==> src/rtl/pattern_seq_tx.sv <==
// Serial pattern transmitter: emits PATTERN MSB-first num_i times with gap_i idle cycles between.
// Optional feature macro: PATTERN_TX_PARITY_EN appends an even-parity bit to every pattern.
module pattern_seq_tx #(
    parameter int                 PAT_W   = 4,
    parameter logic [PAT_W-1:0]   PATTERN = 4'b1011,
    parameter int                 CNT_W   = 8
) (
    input  logic             clk,
    input  logic             rst,
    input  logic             start_i,
    input  logic [CNT_W-1:0] num_i,
    input  logic [3:0]       gap_i,
    input  logic             abort_i,
    output logic             d_o,
    output logic             valid_o,
    output logic             busy_o,
    output logic             done_o,
    output logic [CNT_W-1:0] sent_cnt_o
);

    localparam int               IDX_W   = $clog2(PAT_W);
    localparam logic [IDX_W-1:0] IDX_TOP = IDX_W'(PAT_W - 1);

    typedef enum logic [1:0] {IDLE, SEND, GAP} state_t;

    state_t           state_q;
    logic [IDX_W-1:0] idx_q;
    logic [3:0]       gap_q;
    logic [3:0]       gap_cnt_q;
    logic [CNT_W-1:0] num_q;
    logic [CNT_W-1:0] sent_q;
    logic             d_q;
    logic             valid_q;
    logic             busy_q;
    logic             done_q;

    logic [IDX_W-1:0] idx_dec;
    logic [CNT_W-1:0] sent_inc;
    logic             last_beat;

    assign idx_dec  = idx_q - 1'b1;
    assign sent_inc = (sent_q == '1) ? sent_q : sent_q + CNT_W'(1);

`ifdef PATTERN_TX_PARITY_EN
    localparam logic PAR_BIT = ^PATTERN;
    logic par_q;
    // With parity the pattern ends on the parity beat, not on bit 0.
    assign last_beat = par_q;
`else
    assign last_beat = (idx_q == '0);
`endif

    always_ff @(posedge clk) begin
        if (!rst) begin
            state_q   <= IDLE;
            idx_q     <= '0;
            gap_q     <= '0;
            gap_cnt_q <= '0;
            num_q     <= '0;
            sent_q    <= '0;
            d_q       <= 1'b0;
            valid_q   <= 1'b0;
            busy_q    <= 1'b0;
            done_q    <= 1'b0;
`ifdef PATTERN_TX_PARITY_EN
            par_q     <= 1'b0;
`endif
        end else begin
            done_q <= 1'b0;
            if (abort_i && state_q != IDLE) begin
                state_q <= IDLE;
                d_q     <= 1'b0;
                valid_q <= 1'b0;
                busy_q  <= 1'b0;
`ifdef PATTERN_TX_PARITY_EN
                par_q   <= 1'b0;
`endif
            end else begin
                case (state_q)
                    IDLE: begin
                        if (start_i && num_i != '0) begin
                            num_q   <= num_i;
                            gap_q   <= gap_i;
                            sent_q  <= '0;
                            idx_q   <= IDX_TOP;
                            d_q     <= PATTERN[PAT_W-1];
                            valid_q <= 1'b1;
                            busy_q  <= 1'b1;
                            state_q <= SEND;
                        end
                    end
                    SEND: begin
                        if (last_beat) begin
                            sent_q <= sent_inc;
`ifdef PATTERN_TX_PARITY_EN
                            par_q  <= 1'b0;
`endif
                            if (sent_inc == num_q) begin
                                state_q <= IDLE;
                                done_q  <= 1'b1;
                                d_q     <= 1'b0;
                                valid_q <= 1'b0;
                                busy_q  <= 1'b0;
                            end else if (gap_q != '0) begin
                                state_q   <= GAP;
                                gap_cnt_q <= gap_q - 4'd1;
                                d_q       <= 1'b0;
                                valid_q   <= 1'b0;
                            end else begin
                                idx_q <= IDX_TOP;
                                d_q   <= PATTERN[PAT_W-1];
                            end
`ifdef PATTERN_TX_PARITY_EN
                        end else if (idx_q == '0) begin
                            par_q <= 1'b1;
                            d_q   <= PAR_BIT;
`endif
                        end else begin
                            idx_q <= idx_dec;
                            d_q   <= PATTERN[idx_dec];
                        end
                    end
                    GAP: begin
                        if (gap_cnt_q == '0) begin
                            state_q <= SEND;
                            idx_q   <= IDX_TOP;
                            d_q     <= PATTERN[PAT_W-1];
                            valid_q <= 1'b1;
                        end else begin
                            gap_cnt_q <= gap_cnt_q - 4'd1;
                        end
                    end
                    default: state_q <= IDLE;
                endcase
            end
        end
    end

    assign d_o        = d_q;
    assign valid_o    = valid_q;
    assign busy_o     = busy_q;
    assign done_o     = done_q;
    assign sent_cnt_o = sent_q;

endmodule

==> config.mk <==
export PLATFORM = sky130hd
export DESIGN_NAME = pattern_seq_tx
export DESIGN_NICKNAME = d
export VERILOG_FILES = /design/src/rtl/pattern_seq_tx.sv
export SDC_FILE = /design/constraint.sdc
export NUM_CORES = 1
export LEC_CHECK = 0
export ABC_CLOCK_PERIOD_IN_PS = 3000
export CAP_MARGIN = 20
export CORE_ASPECT_RATIO = 1.5
export CORE_MARGIN = 4
export CORE_UTILIZATION = 45
export CTS_CLUSTER_SIZE = 40
export DETAILED_ROUTE_END_ITERATION = 12
export GPL_ROUTABILITY_DRIVEN = 0
export PLACE_DENSITY = 0.78
export SLEW_MARGIN = 20
export SYNTH_ARGS = -nofsm -noshare
export SYNTH_HDL_FRONTEND = slang
export SYNTH_SLANG_ARGS = --single-unit
export TNS_END_PERCENT = 50
==> constraint.sdc <==
create_clock -name clk -period 3 [get_ports clk]
set_input_delay 0.3 -clock clk [delete_from_list [all_inputs] [get_ports clk]]
set_output_delay 0.3 -clock clk [all_outputs]
set_load 0.005 [all_outputs]
## Yosys cells after proc, flatten, opt, wreduce, memory -nomap -nowiden

Cells that the tools add are included.

- Register bits after elaboration: 32
- Word-level logic and storage cells: 91

- Bitwise operators: 4
- Equality and inequality tests: 14
- Reductions and logical operators: 21
- $add $sub $neg: 4
- Magnitude comparators: 1
- Muxes and demuxes: 37

Operator list:

| operator | count |
|---|---|
| 8-bit two-way mux | 3 |
| 2-bit two-way mux | 10 |
| 4-bit two-way mux | 4 |
| 8-bit case mux with 2 select lines | 1 |
| 2-bit != test, second input constant | 7 |
| 1-bit two-way mux | 12 |
| 2-bit case mux with 3 select lines | 2 |
| 4-bit AND reduction | 3 |
| 6-bit AND reduction | 2 |
| 3-bit != test, second input constant | 3 |
| 8-bit by 1-bit adder with 8-bit output, second input constant | 1 |
| 8-bit == test | 1 |
| 8-bit == test, second input constant | 1 |
| 4-bit case mux with 2 select lines | 1 |
| 8-bit nonzero test | 1 |
| 4-bit by 1-bit subtractor with 4-bit output, second input constant | 2 |
| 1-bit case mux with 3 select lines | 2 |
| 3-bit AND reduction | 2 |
| 2-bit nonzero test | 3 |
| 5-bit AND reduction | 1 |
| 2-bit logical NOT | 2 |
| 4-bit logical NOT | 1 |
| 1-bit inverter | 4 |
| 4-bit nonzero test | 1 |
| other kinds (10) | 11 |

## Logic depth before layout (Yosys ltp)

- Depth in word-level cells: 6
- Gate-level depth with buffers: 11
- Depth with buffers taken out: 9

## Least setup slack after synthesis

No wires, ideal clock.

- Path type: register to register
- Start: reg sent_q[1], in the netlist sent_cnt_o[1]
- End: reg gap_cnt_q[2]
- Setup time: 0.115 ns
- Arrival: 2.352 ns
- Stages on the path, launching flop included: 11
- Slack: 0.533 ns
- Period minus slack after synthesis: 2.467 ns
- Path buffers: 1
- Cell sequence: dfxtp_1 -> ha_1 -> clkbuf_1 -> xnor2_1 -> o2bb2ai_1 -> a211oi_1 -> nand4_1 -> nor4_4 -> o32ai_2 -> a31o_1 -> o21a_1

- Cells in the longest elaborated chain, start to end: 5
- Elaborated cells on any way between the ends: 6
- Those cells by class: add/sub: 1; eq/ne: 3; mux: 1; reduce/logical: 1

Ends and longest elaborated chain:

| what | RTL line | source |
|---|---|---|
| from (decl) | 31 | `logic [CNT_W-1:0] sent_q;` |
| from (signal assigned) | 94 | `sent_q <= sent_inc;` |
| 8-bit by 1-bit adder with 8-bit output or 8-bit == test (tied branches) | 42 | `assign sent_inc = (sent_q == '1) ? sent_q : sent_q + CNT_W'(1);` |
| 8-bit two-way mux (*) | 42 |  |
| 8-bit == test (*) | 98 | `if (sent_inc == num_q) begin` |
| 2-bit != test (no line) (*) | -- |  |
| 6-bit AND reduction (no line) (*) | -- |  |
| to (signal assigned) | 106 | `gap_cnt_q <= gap_q - 4'd1;` |
| to (signal assigned) | 130 | `gap_cnt_q <= gap_cnt_q - 4'd1;` |
| to (decl) | 29 | `logic [3:0] gap_cnt_q;` |

Every way passes the cells marked *; elsewhere a longest branch is shown, timed or not.
A chain may end at the register's enable or synchronous reset.

## Worst setup path after layout

- Start: reg sent_q[3], in the netlist sent_cnt_o[3]
- End: reg gap_cnt_q[2]

The elaborated chain is that of the path after synthesis.

==> results by stage <==
Yosys:
- Yosys printed 0 warnings.
- The total nets after synthesis is 257.
- The number of storage elements in the synthesis netlist is 32.
- The dominant synthesized flop cell is dfxtp_1.
- The number of synthesized flops with an enable pin is 0.
- The area of the mapped netlist is 1910 µm².
- The synthesized netlist contains 58 unique library cells.
- Synthesis produced a netlist whose cell count is 237.
- Counting flops with an async set or reset pin after synthesis yields a share of 0%.
- After synthesis, the mean cell area works out to 8.07 µm².
- For this run, the register share of the synthesized area comes to 33.5%.

Power and ir drop:
- Dividing total power by cell area gives a power density of 470 nW/µm².
- Summed over all nets, the switching power comes to 0.000317 W.
- The total power consumption of the routed design is 0.00109 W.
- Of the total power, registers draw 44.5%.
- Summed over all cells, the static leakage comes to 0.871 nW.
- The switching part of the total power is 29.2%.
- The internal cell power is 0.000770 W.
- The portion of total power attributed to the clock network is 33.3%.
- The worst voltage drop across the vdd grid is 0.337 mV.
- The fraction of power consumed by combinational cells is 22.2%.

Floorplan:
- Pin placement for this block handled 28 I/O pins.
- The core area is 4030 µm².
- The die covers 5380 µm².
- The number of standard-cell rows in the floorplan is 28.
- From left edge to right edge, the die measures 61.2 µm.
- The overall die height is 87.8 µm.
- The initial utilization of the core area, before any placement, comes to 47.5%.

Place:
- Once placement finished, the instance area stood at 2210 µm².
- The HPWL after detailed placement is 3600 µm.
- Before CTS, the worst setup slack after placement is 0.341 ns.
- During placement, the flow inserted port buffers numbering 27.

Timing:
- Setup total negative slack on the finished layout was measured at 0 ns.
- The maximum clock rate is 371 MHz.
- The number of setup violations in the final report is 0.
- In this run the tightest slew margin relative to its limit is 45.4%.
- The worst-case setup margin in the final layout is 0.302 ns.
- The final-report hold violation count is 0.
- Setup repair after global routing left no endpoint under its margin.
- The slew of the pin with the lowest slew margin is 0.811 ns.
- The max-slew violation count is 0.
- The final worst clock skew is 0.00799 ns.
- In the finished design, the share of the clock period the worst path needs comes to 89.9%.
- The shortest period the worst path allows is 2.70 ns.

Finish:
- The final-layout fill cell count is 380.
- The share of post-route cells with drive strength above 1 is 11.5%.
- The multi-input logic area is 1190 µm².
- The finished layout cell area is 2310 µm².
- The area added between synthesis and finish is 20.9%.
- The most common cell after layout, fill and taps aside is nand2_1.
- The final layout contains 281 nets.
- Across the whole layout, storage elements account for 641 µm².
- The count of antenna diodes in the layout is 0.
- The top cell types in the final layout, fill and taps aside, are nand2_1, dfxtp_1, clkdlybuf4s50_1.

Clock tree:
- The root buffer cell chosen for the clock tree is clkbuf_8.
- The CTS H-tree depth is 2.
- In this run, CTS created clock tree buffers numbering 5.
- The clock transition at the register clock pins on the worst setup and hold paths after CTS is 0.07 ns.
- In this run, post-CTS repair resized a total of 0 instances.
- The TritonCTS clock tree is done.
- For the worst-skew pair, the clock arrives at the later sink with an insertion delay of 0.29 ns.
- The largest buffer count on any clock path is 2.
- After clock tree synthesis, the setup repair step added 0 buffers.
- The number of hold buffers added after cts is 0.
- The clock net in this run drives a total of 32 sinks.

Critical path:
- The largest stage delay on the critical path is 0.64 ns.
- Traced cell by cell, the critical path runs through and3_2 > a2111oi_0 > a221oi_1 > nand4_1 > nor4_4 > o32ai_2 > a31o_1 > o21a_1.
- STA puts the critical path data arrival time at 2.88 ns.
- Along the worst path, the maximum fanout reaches 17.
- The cell type of the slowest stage on the worst timing path is dfxtp_1.
- The category of the critical setup timing path is reg -> reg.
- The worst path required time is 3.19 ns.
- STA classifies the critical path startpoint as a flip-flop.
- The kind of end point of the critical path is a flip-flop.

GRT:
- The number of antenna violations at the first check in global routing is 0.
- Global routing used 19.0% of the available tracks across all layers.
- The largest net degree at the start of global routing is 19.
- After global routing the overflow that remains totals 0.
- The global-route wire length before repair is 7800 µm.
- The number of global-route vias before repair is 1759.

Routing:
- After detailed routing, the average wire length per cell comes to 15.4 µm.
- The remaining design rule violation count is 0.
- The final layout contains routed wiring with a total length of 4720 µm.
- The via count of the routed design is 1882.
- After detailed routing, the number of vias per cell comes to 6.15.
- The first-iteration detailed-routing DRC count is 146.
- The number of search-and-repair iterations in the first detailed-routing pass is 4.
- The number of nets with antenna violations after detailed routing is 0.

Run:
- The max-capacitance violation count is 0.

Status:
- The flow ran to the end, and the final reports show no timing, DRC or antenna violations.

Hold path:
- The worst hold path class is reg -> reg.
[metrics by stage]
step | hold WS, ns | utilization [%] | instances
5_1_grt | 0.513 | 57.4 | 306
4_1_cts | 0.477 | 57.4 | 306
2_1_floorplan | 0.445 | - | 237
6_report | 0.473 | 57.4 | 306
3_5_place_dp | 0.468 | 55.0 | 299
3_3_place_gp | 0.468 | 55.0 | 299
[layer usage]
layer	share of wire, %	up-vias	track usage, %	routed length [µm]
met2	54	49	32.8	2530
met3	3.3	14	3.24	158
li1	-	912	-	-
met5	0	-	0	0
met1	39	907	21.2	1870
met4	3.6	0	10.7	168
[flip-flops by register name (all words and copies together), names as in the netlist]
name,flops
sent_cnt_o,8
gap_q,4
idx_q,2
d_o,1
state_q,2
num_q,8
valid_o,1
done_o,1
gap_cnt_q,4
busy_o,1
[path summary, 6_finish.rpt]
check,from,to,cells past startpoint,slack [ns]
max,sent_cnt_o[3],gap_cnt_q[2],8,0.30
min,num_q[7],num_q[7],2,0.47
min reg2reg,num_q[7],num_q[7],2,0.47
max reg2reg,sent_cnt_o[3],gap_cnt_q[2],8,0.30
[kinds of logic after synthesis]
| kind of cell | after synthesis | synth area share, % |
|---|---|---|
| simple gates | 106 | 29.9 |
| buf+inv | 20 | 4.19 |
| flops | 32 | 33.5 |
| compound gates | 65 | 24.9 |
| fa+ha+maj | 4 | 2.62 |
| mux | 5 | 2.62 |
| xor+xnor | 5 | 2.29 |
[cell usage after synthesis, types with 2 or more instances]
master | number | area (µm²)
nand3_1 | 7 | 35.0
nand2_1 | 38 | 143
ha_1 | 4 | 50.1
nor2_1 | 16 | 60.1
a21oi_1 | 11 | 55.1
a31oi_1 | 7 | 43.8
o221a_2 | 4 | 45.0
o22ai_1 | 2 | 12.5
inv_1 | 5 | 18.8
mux2i_1 | 5 | 50.1
a211oi_1 | 2 | 15.0
nand2b_1 | 2 | 12.5
buf_2 | 4 | 20.0
o311a_1 | 2 | 20.0
nand4_1 | 3 | 18.8
nor2b_1 | 6 | 37.5
clkbuf_1 | 10 | 37.5
xnor2_1 | 4 | 35.0
and3_1 | 2 | 12.5
or2_2 | 2 | 12.5
a221oi_1 | 2 | 17.5
or4_1 | 4 | 30.0
or3_1 | 3 | 18.8
dfxtp_1 | 32 | 641
a21boi_0 | 14 | 105
nor3_1 | 7 | 35.0
o21ai_0 | 8 | 40.0
[power by group through the flow]
stage	Sequential (W)	Clock, W	Combinational, W
floorplan	0.000486	0	0.000167
global placement	0.000492	0	0.000239
detailed placement	0.000493	0	0.000241
CTS	0.000483	0.000371	0.000242
global route	0.000488	0.000386	0.000272
finish	0.000484	0.000361	0.000242
[final cells by class]
type,count,area share (%)
Timing Repair Buffer,32,13.3
Multi-Input combinational cell,185,51.5
Sequential cell,32,27.7
Inverter,5,0.812
Tap cell,45,2.44
Clock buffer,7,4.17
[worst max-delay path, delay by kind of cell, from the launching register on]
family,cells,cell delay (ns)
AOI/OAI and AO/OA,5,1.02
and+or+nand+nor,3,0.94
DFF,1,0.64
No activity file was read; power rests on OpenSTA's default activity.
